**config.mk**
```make
export PLATFORM = sky130hd
export DESIGN_NAME = onehot_decoder_seq
export DESIGN_NICKNAME = d
export VERILOG_FILES = /design/src/rtl/onehot_decoder_seq.sv
export SDC_FILE = /design/constraint.sdc
export NUM_CORES = 1
export LEC_CHECK = 0
export ABC_CLOCK_PERIOD_IN_PS = 2940
export CORE_MARGIN = 2
export CORE_UTILIZATION = 49
export CTS_CLUSTER_DIAMETER = 40
export DETAILED_ROUTE_END_ITERATION = 6
export PLACE_DENSITY = 0.78
export SYNTH_ARGS = -nofsm -noshare
export SYNTH_HDL_FRONTEND = slang
export SYNTH_SLANG_ARGS = --single-unit
```
**constraint.sdc**
```tcl
create_clock -name CLK -period 2.94 [get_ports CLK]
set_input_delay 0.735 -clock CLK [delete_from_list [all_inputs] [get_ports CLK]]
set_output_delay 0.735 -clock CLK [all_outputs]
set_load 0.01 [all_outputs]
```
**src/rtl/onehot_decoder_seq.sv**
```systemverilog
// Sequential CODE_W-to-2**CODE_W one-hot decoder with valid/ready on both sides.
// Optional parity checking on CODE is enabled by defining ONEHOT_DECODER_PARITY_EN.
module onehot_decoder_seq #(
   parameter  int CODE_W     = 3,
   parameter  int HOLD_BEATS = 1,
   localparam int DATA_W     = 2 ** CODE_W
) (
   input  logic              CLK,
   input  logic              RST,
   input  logic              EN,
   input  logic [CODE_W-1:0] CODE,
   input  logic              CODE_VALID,
   output logic              CODE_READY,
`ifdef ONEHOT_DECODER_PARITY_EN
   input  logic              CODE_PAR,
   output logic              PAR_ERR,
   output logic [7:0]        ERR_CNT,
`endif
   output logic [DATA_W-1:0] DATA,
   output logic              DATA_VALID,
   input  logic              DATA_READY,
   output logic              BUSY,
   output logic              DONE
);

   typedef enum logic {IDLE, SHOW} state_t;

   localparam logic [7:0] HOLD_M1 = 8'(HOLD_BEATS - 1);

   state_t              state_q, state_d;
   logic [DATA_W-1:0]   data_q, data_d;
   logic [7:0]          cnt_q, cnt_d;
   logic [DATA_W-1:0]   dec;
   logic                beat, final_beat, accept, code_ok, decode;

   genvar gi;
   generate
      for (gi = 0; gi < DATA_W; gi++) begin : g_dec
         assign dec[gi] = (CODE == CODE_W'(gi));
      end
   endgenerate

`ifdef ONEHOT_DECODER_PARITY_EN
   logic       par_err_q;
   logic [7:0] err_cnt_q;

   assign code_ok = ~(^{CODE, CODE_PAR});
   assign PAR_ERR = par_err_q;
   assign ERR_CNT = err_cnt_q;

   always_ff @(posedge CLK) begin
      if (RST) begin
         par_err_q <= 1'b0;
         err_cnt_q <= 8'd0;
      end else begin
         par_err_q <= accept & ~code_ok;
         if (accept && !code_ok && err_cnt_q != 8'hFF)
            err_cnt_q <= err_cnt_q + 8'd1;
      end
   end
`else
   assign code_ok = 1'b1;
`endif

   assign accept     = CODE_VALID & CODE_READY;
   assign decode     = accept & code_ok;
   assign beat       = DATA_VALID & DATA_READY;
   assign final_beat = beat & (cnt_q == 8'd0);

   // State register
   always_ff @(posedge CLK) begin
      if (RST) begin
         state_q <= IDLE;
         data_q  <= '0;
         cnt_q   <= 8'd0;
      end else begin
         state_q <= state_d;
         data_q  <= data_d;
         cnt_q   <= cnt_d;
      end
   end

   // Next-state logic; a final beat may reload a new code with no bubble
   always_comb begin
      state_d = state_q;
      data_d  = data_q;
      cnt_d   = cnt_q;
      case (state_q)
         IDLE: begin
            if (decode) begin
               state_d = SHOW;
               data_d  = dec;
               cnt_d   = HOLD_M1;
            end
         end
         SHOW: begin
            if (beat) begin
               if (cnt_q != 8'd0) begin
                  cnt_d = cnt_q - 8'd1;
               end else if (decode) begin
                  data_d = dec;
                  cnt_d  = HOLD_M1;
               end else begin
                  state_d = IDLE;
                  data_d  = '0;
               end
            end
         end
         default: state_d = IDLE;
      endcase
   end

   // Outputs; RST masks the handshake and DONE so a dropped word never completes
   always_comb begin
      CODE_READY = 1'b0;
      case (state_q)
         IDLE:    CODE_READY = EN & ~RST;
         SHOW:    CODE_READY = EN & DATA_READY & (cnt_q == 8'd0) & ~RST;
         default: CODE_READY = 1'b0;
      endcase
      DATA_VALID = (state_q == SHOW);
      BUSY       = (state_q == SHOW);
      DATA       = (state_q == SHOW) ? data_q : '0;
      DONE       = final_beat & ~RST;
   end

endmodule
```
## Word level (Yosys, flattened, before mapping)

Index checks and enable logic that the tools add are counted.

- Add/subtract/negate cells: 1
- Equal/unequal tests: 10
- Bitwise logic cells: 10
- Reductions and logical operators: 4
- Muxes and demuxes: 15

Operators by type and width:

| kind | number |
|---|---|
| $mux W8 | 8 |
| $pmux W8 S2 | 2 |
| $eq A3 B3 Y1 const B | 4 |
| $and A1 B1 Y1 | 8 |
| $logic_not A8 Y1 | 1 |
| $reduce_bool A8 Y1 | 1 |
| $sub A8 B1 Y8 const B | 1 |
| $eq A3 B2 Y1 const B | 2 |
| $ne A2 B2 Y1 const B | 2 |
| $pmux W1 S2 | 2 |
| $eq A3 B1 Y1 const B | 1 |
| $logic_not A3 Y1 | 1 |
| $mux W1 | 3 |
| $reduce_and A3 Y1 | 1 |
| $ne A2 B1 Y1 const B | 1 |
| $not A1 Y1 | 2 |

- Output and inout port bits: 12
- Flip-flop bits (word level): 17

## Logic depth before layout (Yosys ltp)

Gate-level depths: netlist of run 1.

- Depth in word-level cells: 9
- Gate-level depth with buffers: 7
- Mapped depth without buffers: 6

## Worst setup path before layout of run 1

OpenSTA, ideal clock, no wires.

- Path type: reg-to-output
- Start point: register cnt_q[0]
- End point: output CODE_READY
- Required time: 2.205 ns
- Cell stages (with the launch flop): 8
- Buffers on the path: 1
- Arrival: 1.617 ns
- Slack: 0.588 ns
- Cells stage by stage: dfxtp_1 inv_1 ha_1 or4b_1 buf_2 nor2_1 a21o_1 and3b_1

- Word-level cells in the longest chain between the ends: 4

Ends and longest elaborated chain:

| what | line | source |
|---|---|---|
| from (decl) | 32 | `logic [7:0] cnt_q, cnt_d;` |
| from (signal assigned) | 79 | `cnt_q <= cnt_d;` |
| $logic_not A8 Y1 | 118 | `SHOW: CODE_READY = EN & DATA_READY & (cnt_q == 8'd0) & ~RST;` |
| $and A1 B1 Y1 (2 in a row) | 118 |  |
| $pmux W1 S2 | 116 | `case (state_q)` |
| to (decl) | 13 | `output logic CODE_READY,` |

No other way between the ends.

## Worst setup path in the final report of run 1

- Start point: register cnt_q[1]
- End point: output DONE

- Word-level cells in the longest chain between the ends: 3

Ends and longest elaborated chain:

| what | line | source |
|---|---|---|
| $logic_not A8 Y1 | 68 | `assign final_beat = beat & (cnt_q == 8'd0);` |
| $and A1 B1 Y1 | 68 |  |
| $and A1 B1 Y1 | 124 | `DONE = final_beat & ~RST;` |
| to (decl) | 23 | `output logic DONE` |

No other way between the ends.

==> flow_metrics.env, run 1 <==
export IMPL_outcome="finished, final reports clean"
export IMPL_clk_pin_slew_ns=0.10
export IMPL_netlist_area_um2=926
export IMPL_grt_pass1_wl_um=3810
export IMPL_cts_tree="yes"
export IMPL_portBuffers=19
export IMPL_syn_instance_count=104
export IMPL_die_w_um=47.5
export IMPL_min_path_type="reg -> reg"
export IMPL_yosys_warnings=0
export IMPL_max_freq_mhz=344
export IMPL_r2r_setup_slack_ns=0.85
export IMPL_arrival_ns=2.17
export IMPL_dpl_cell_count=152
export IMPL_nets=141
export IMPL_place_area_um2=1190
export IMPL_wl_per_cell_um=14.8
export IMPL_end_kind="output pin"
export IMPL_clockBufferDepth=2
export IMPL_critPathRequiredTime_ns=2.20
export IMPL_clkLatencyLatePin_ns=0.30
export IMPL_drt_first_pass_iters=4
export IMPL_grt_overflow=0
export IMPL_grt_max_degree=16
export IMPL_min_period_ns=2.91
export IMPL_fin_hold_ws_ns=0.468
export IMPL_dieArea_um2=2250
export IMPL_startpoint_type="flop"
export IMPL_finalHoldViolCount=0
export IMPL_cts_root_buf="clkbuf_4"
export IMPL_syn_avg_cell_area_um2=8.90
export IMPL_h_tree_depth=1
export IMPL_vias=894
export IMPL_grt_pass1_vias=876
export IMPL_area_growth_pct=33.0
export IMPL_netlist_area_leader_share_pct=36.8
export IMPL_viasPerCell=5.73
export IMPL_critPathKind="reg -> out"
export IMPL_grt_usage_pct=24.7
export IMPL_cap_violations=0
export IMPL_first_iter_violations=25
export IMPL_layout_drive_gt1_share_pct=17.6
export IMPL_fin_crit_sh_pct=98.9
export IMPL_synth_ff_type="dfxtp_1"
export IMPL_num_antenna_cells=0
export IMPL_p_leak_nw=0.466
export IMPL_fin_area_um2=1230
export IMPL_setup_violations=0
export IMPL_cts_setup_buffers=0
export IMPL_clock_sinks=17
export IMPL_hpwl_um=1610
export IMPL_ys_async_sr_fraction_pct=0
export IMPL_place_congestion=0.828
export IMPL_synth_area_leaders="dfxtp_1 37%, a21oi_1 5.4%, and2_1 5.4%"
export IMPL_finalClockSkew_ns=0.00339
export IMPL_die_h_um=47.5
export IMPL_core_um2=1750
export IMPL_maxSlewViolCount=0
export IMPL_synth_cell_types=37
export IMPL_yosys_top_cells_count="17 x dfxtp_1, 10 x a21oi_1, 8 x and2_1, 7 x nor2_1"
export IMPL_pwr_density_cell_nw_per_um2=341
export IMPL_drc=0
export IMPL_wl_um=2320
export IMPL_ys_ff_latch=17
export IMPL_numCtsBuffers=3
export IMPL_yosysMostFrequentCell="dfxtp_1"
export IMPL_synth_top_area_cell="dfxtp_1"
export IMPL_seq_area_frac_synth_pct=36.8
export IMPL_synth_enable_flop_cells=0
export IMPL_io_pins=20
export IMPL_core_rowCount=15
export IMPL_antenna_found_initial=0
export IMPL_total_power_uw=420
export IMPL_ir_worst_vdd_mv=0.332
export IMPL_synth_fp_nets=113
export IMPL_slew_headroom_pct=67.2
export IMPL_initial_core_util_pct=53.0
export IMPL_fin_cells=156
export IMPL_tightest_slew_ns=0.485
export IMPL_cts_hold_buf=0
export IMPL_cp_max_fo=5
export IMPL_ant_nets=0
==> per-layer routing <==
layer  share of wire (%)  routed length (um)  vias to the layer above  global-route usage, %
met2                  44                1020                       21                   35.9
li1                    -                   -                      450                      -
met1                  48                1120                      414                   32.7
met3                 3.5                  80                        9                   4.53
met4                 3.9                  91                        0                   17.8
met5                   0                   0                        -                      0
==> worst max-delay path, cell delays in order (launching register included) <==
cell and delay [ns]:
dfxtp_1 0.35, inv_1 0.10, ha_4 0.16, or4b_4 0.50, nor4_1 0.43, dlygate4sd2_1 0.32
==> stage by stage <==
step | setup slack (ns) | utilization (%) | setup TNS, ns
after floorplan | 0.588 | - | 0
after CTS | 0.0828 | 70.0 | 0
after global placement | 0.0435 | 68.0 | 0
after detailed placement | 0.0126 | 68.0 | 0
final | 0.0338 | 70.5 | 0
after global routing | -0.0474 | 70.5 | -0.0544
==> repair_timing <==
item	CTS	global route
setup endpoints to repair	2	1
gates resized for setup	5	2
pin swaps	0	0
gates cloned	0	0
==> area by class of cell <==
class                   instances  area, um2
inverters                       3       11.3
clock buffers                   3       22.5
clock inverters                 1       5.00
fillers                       152        514
multi-input cells              80        573
well taps                      25       31.3
repair buffers                 27        248
flip-flops and latches         17        340
==> state kept, by name (all words and copies together), names as in the netlist <==
signal,cells
data_q,8
BUSY,1
cnt_q,8
==> placed cells by master, fill, tap and decap left out, types with 4 or more instances in the layout <==
cell type / Yosys / final
buf_4: 1 / 8
o2bb2ai_1: 4 / 4
nor2_1: 7 / 6
a21oi_1: 10 / 10
nand2_1: 5 / 5
and2_1: 8 / 8
nor3_1: 5 / 5
dfxtp_1: 17 / 17
clkdlybuf4s50_1: 0 / 17
a311oi_1: 4 / 4
==> report_power, final <==
group | switching (mW) | total [mW] | leakage [nW] | internal, mW
registers | 0.00337 | 0.237 | 0.137 | 0.233
logic | 0.0257 | 0.0533 | 0.311 | 0.0276
clock network | 0.0790 | 0.130 | 0.0177 | 0.0508
total | 0.108 | 0.420 | 0.466 | 0.312
==> worst paths after layout <==
kind	from	end	depth (start not counted)
worst max-delay path	cnt_q[1]	DONE	5
worst min-delay path	data_q[1]	data_q[1]	1
worst max register to register	cnt_q[1]	data_q[6]	7
worst min register to register	data_q[1]	data_q[1]	1
==> kinds of logic after synthesis <==
group | Yosys count | share of synthesized area, %
buf+inv | 7 | 3.38
compound gates | 31 | 25.8
mux | 1 | 1.08
flops | 17 | 36.8
fa+ha+maj | 1 | 1.35
simple gates | 47 | 31.6
No activity file was read; power rests on OpenSTA's default activity.
==> inputs of run 2 (changes only) <==
Settings changed: CELL_PAD_IN_SITES_DETAIL_PLACEMENT set to 0, CELL_PAD_IN_SITES_GLOBAL_PLACEMENT set to 2, CORE_UTILIZATION 49 to 29, PLACE_DENSITY 0.78 to not set, PLACE_DENSITY_LB_ADDON set to 0.1.
==> run 2 against run 1 <==
  * Wire length is 0.13% lower
  * Clock power hardly changed
  * Hold slack worse by 0.0017 ns
  * Total power is 0.98% higher
  * Sequential power hardly changed
  * Design area is 2.1% higher
  * Critical endpoint is now CODE_READY
==> flow_metrics.env, run 2 (synthesis gave the netlist of run 1 again) <==
export IMPL_finalClockSkew_ns=0.00222
export IMPL_cts_tree="yes"
export IMPL_initial_core_util_pct=30.3
export IMPL_layout_drive_gt1_share_pct=17.3
export IMPL_ctsResizeCount=4
export IMPL_hpwl_um=1740
export IMPL_cp_max_fo=5
export IMPL_num_antenna_cells=0
export IMPL_clk_pin_slew_ns=0.11
export IMPL_finalHoldViolCount=0
export IMPL_slew_headroom_pct=70.9
export IMPL_outcome="finished, final reports clean"
export IMPL_critPathMaxStageDelay_ns=0.48
export IMPL_max_freq_mhz=364
export IMPL_cts_setup_buffers=0
export IMPL_drt_first_pass_iters=4
export IMPL_portBuffers=19
export IMPL_grt_max_degree=16
export IMPL_arrival_ns=2.01
export IMPL_die_h_um=60.5
export IMPL_cts_hold_buf=0
export IMPL_place_congestion=0.745
export IMPL_grt_overflow=0
export IMPL_clockBufferDepth=2
export IMPL_critPathSlowestCell="or4b_4"
export IMPL_vias=884
export IMPL_place_area_um2=1230
export IMPL_clkLatencyLatePin_ns=0.29
export IMPL_ir_worst_vdd_mv=0.142
export IMPL_fill_cells=339
export IMPL_cap_violations=0
export IMPL_pwr_density_cell_nw_per_um2=337
export IMPL_first_iter_violations=32
export IMPL_r2r_cells=7
export IMPL_fin_crit_sh_pct=93.5
export IMPL_wl_per_cell_um=13.1
export IMPL_cp_depth=7
export IMPL_h_tree_depth=1
export IMPL_fin_util_pct=41.2
export IMPL_worst_path_dominant_cell_family="simple AND/OR/NAND/NOR gates"
export IMPL_layout_common_cells="17 x dfxtp_1, 17 x clkdlybuf4s50_1, 10 x a21oi_1, 10 x buf_4, 8 x and2_1"
export IMPL_io_pins=20
export IMPL_tightest_slew_ns=0.433
export IMPL_critPathKind="reg -> out"
export IMPL_nets=143
export IMPL_area_growth_pct=35.8
export IMPL_viasPerCell=4.99
export IMPL_grt_pass1_wl_um=3670
export IMPL_dieArea_um2=3660
export IMPL_core_rowCount=20
export IMPL_die_w_um=60.5
export IMPL_maxSlewViolCount=0
export IMPL_p_leak_nw=0.474
export IMPL_min_path_cells=1
export IMPL_ff_latch_area_um2=340
export IMPL_setup_violations=0
export IMPL_cts_root_buf="clkbuf_4"
export IMPL_grt_usage_pct=13.6
export IMPL_drc=0
export IMPL_core_um2=3050
export IMPL_path_buf_inv=2
export IMPL_r2r_setup_slack_ns=0.88
export IMPL_ant_nets=0
export IMPL_fin_area_um2=1260
export IMPL_rsz0062_at_grt="false"
export IMPL_antenna_found_initial=0
export IMPL_clock_sinks=17
export IMPL_startpoint_type="flop"
export IMPL_min_path_type="reg -> reg"
export IMPL_critPathRequiredTime_ns=2.20
export IMPL_numCtsBuffers=3
export IMPL_end_kind="output pin"
export IMPL_crit_path_cell_trace="inv_1, ha_1, or4b_4, nor2_2, a21o_1, and3b_1, dlygate4sd2_1"
export IMPL_min_period_ns=2.75
export IMPL_grt_pass1_vias=805
export IMPL_setup_tns_ns=0
export IMPL_wl_um=2310
export IMPL_multi_input_area_um2=561
-- run 2: cell count changes in the layout (fill, tap and decap cells not counted) --
cell	previous run	this run
ha_4	1	0
inv_2	1	0
inv_1	2	3
buf_4	8	10
ha_1	0	1
-- run 2: area by class of cell --
cell class | count | area share [%]
Multi-Input combinational cell | 80 | 44.6
Inverter | 3 | 0.896
Sequential cell | 17 | 27.1
Timing Repair Buffer | 29 | 20.9
Tap cell | 44 | 4.38
Clock inverter | 1 | 0.398
Clock buffer | 3 | 1.79
-- run 2: metrics by stage --
step           setup slack, ns  std cells  total power [mW]  hold slack (ns)
2_1_floorplan            0.588        104             0.266            0.424
4_1_cts                  0.173        177             0.433            0.476
6_report                 0.191        177             0.424            0.466
3_3_place_gp             0.102        173             0.298            0.443
3_5_place_dp            0.0734        173             0.298            0.440
5_1_grt                 0.0683        177             0.447            0.488
-- run 2: report_power, final --
| part | switching (mW) | leakage [nW] | total (mW) | internal (mW) |
|---|---|---|---|---|
| sequential | 0.00361 | 0.137 | 0.237 | 0.233 |
| combinational | 0.0264 | 0.319 | 0.0548 | 0.0284 |
| clock | 0.0816 | 0.0177 | 0.132 | 0.0506 |
| total | 0.112 | 0.474 | 0.424 | 0.312 |
-- run 2: path summary, 6_finish.rpt --
check / start / end
worst max-delay path: cnt_q[0] / CODE_READY
worst max register to register: cnt_q[0] / data_q[6]
worst min register to register: data_q[3] / data_q[3]
worst min-delay path: data_q[3] / data_q[3]
-- run 2: layer usage --
layer  vias up  global-route usage [%]  share of wire [%]
met5         -                       0                  0
met4         0                    6.52               0.65
met3         2                    2.13                6.2
met2        22                    18.0                 38
met1       407                    21.0                 55
li1        453                       -                  -
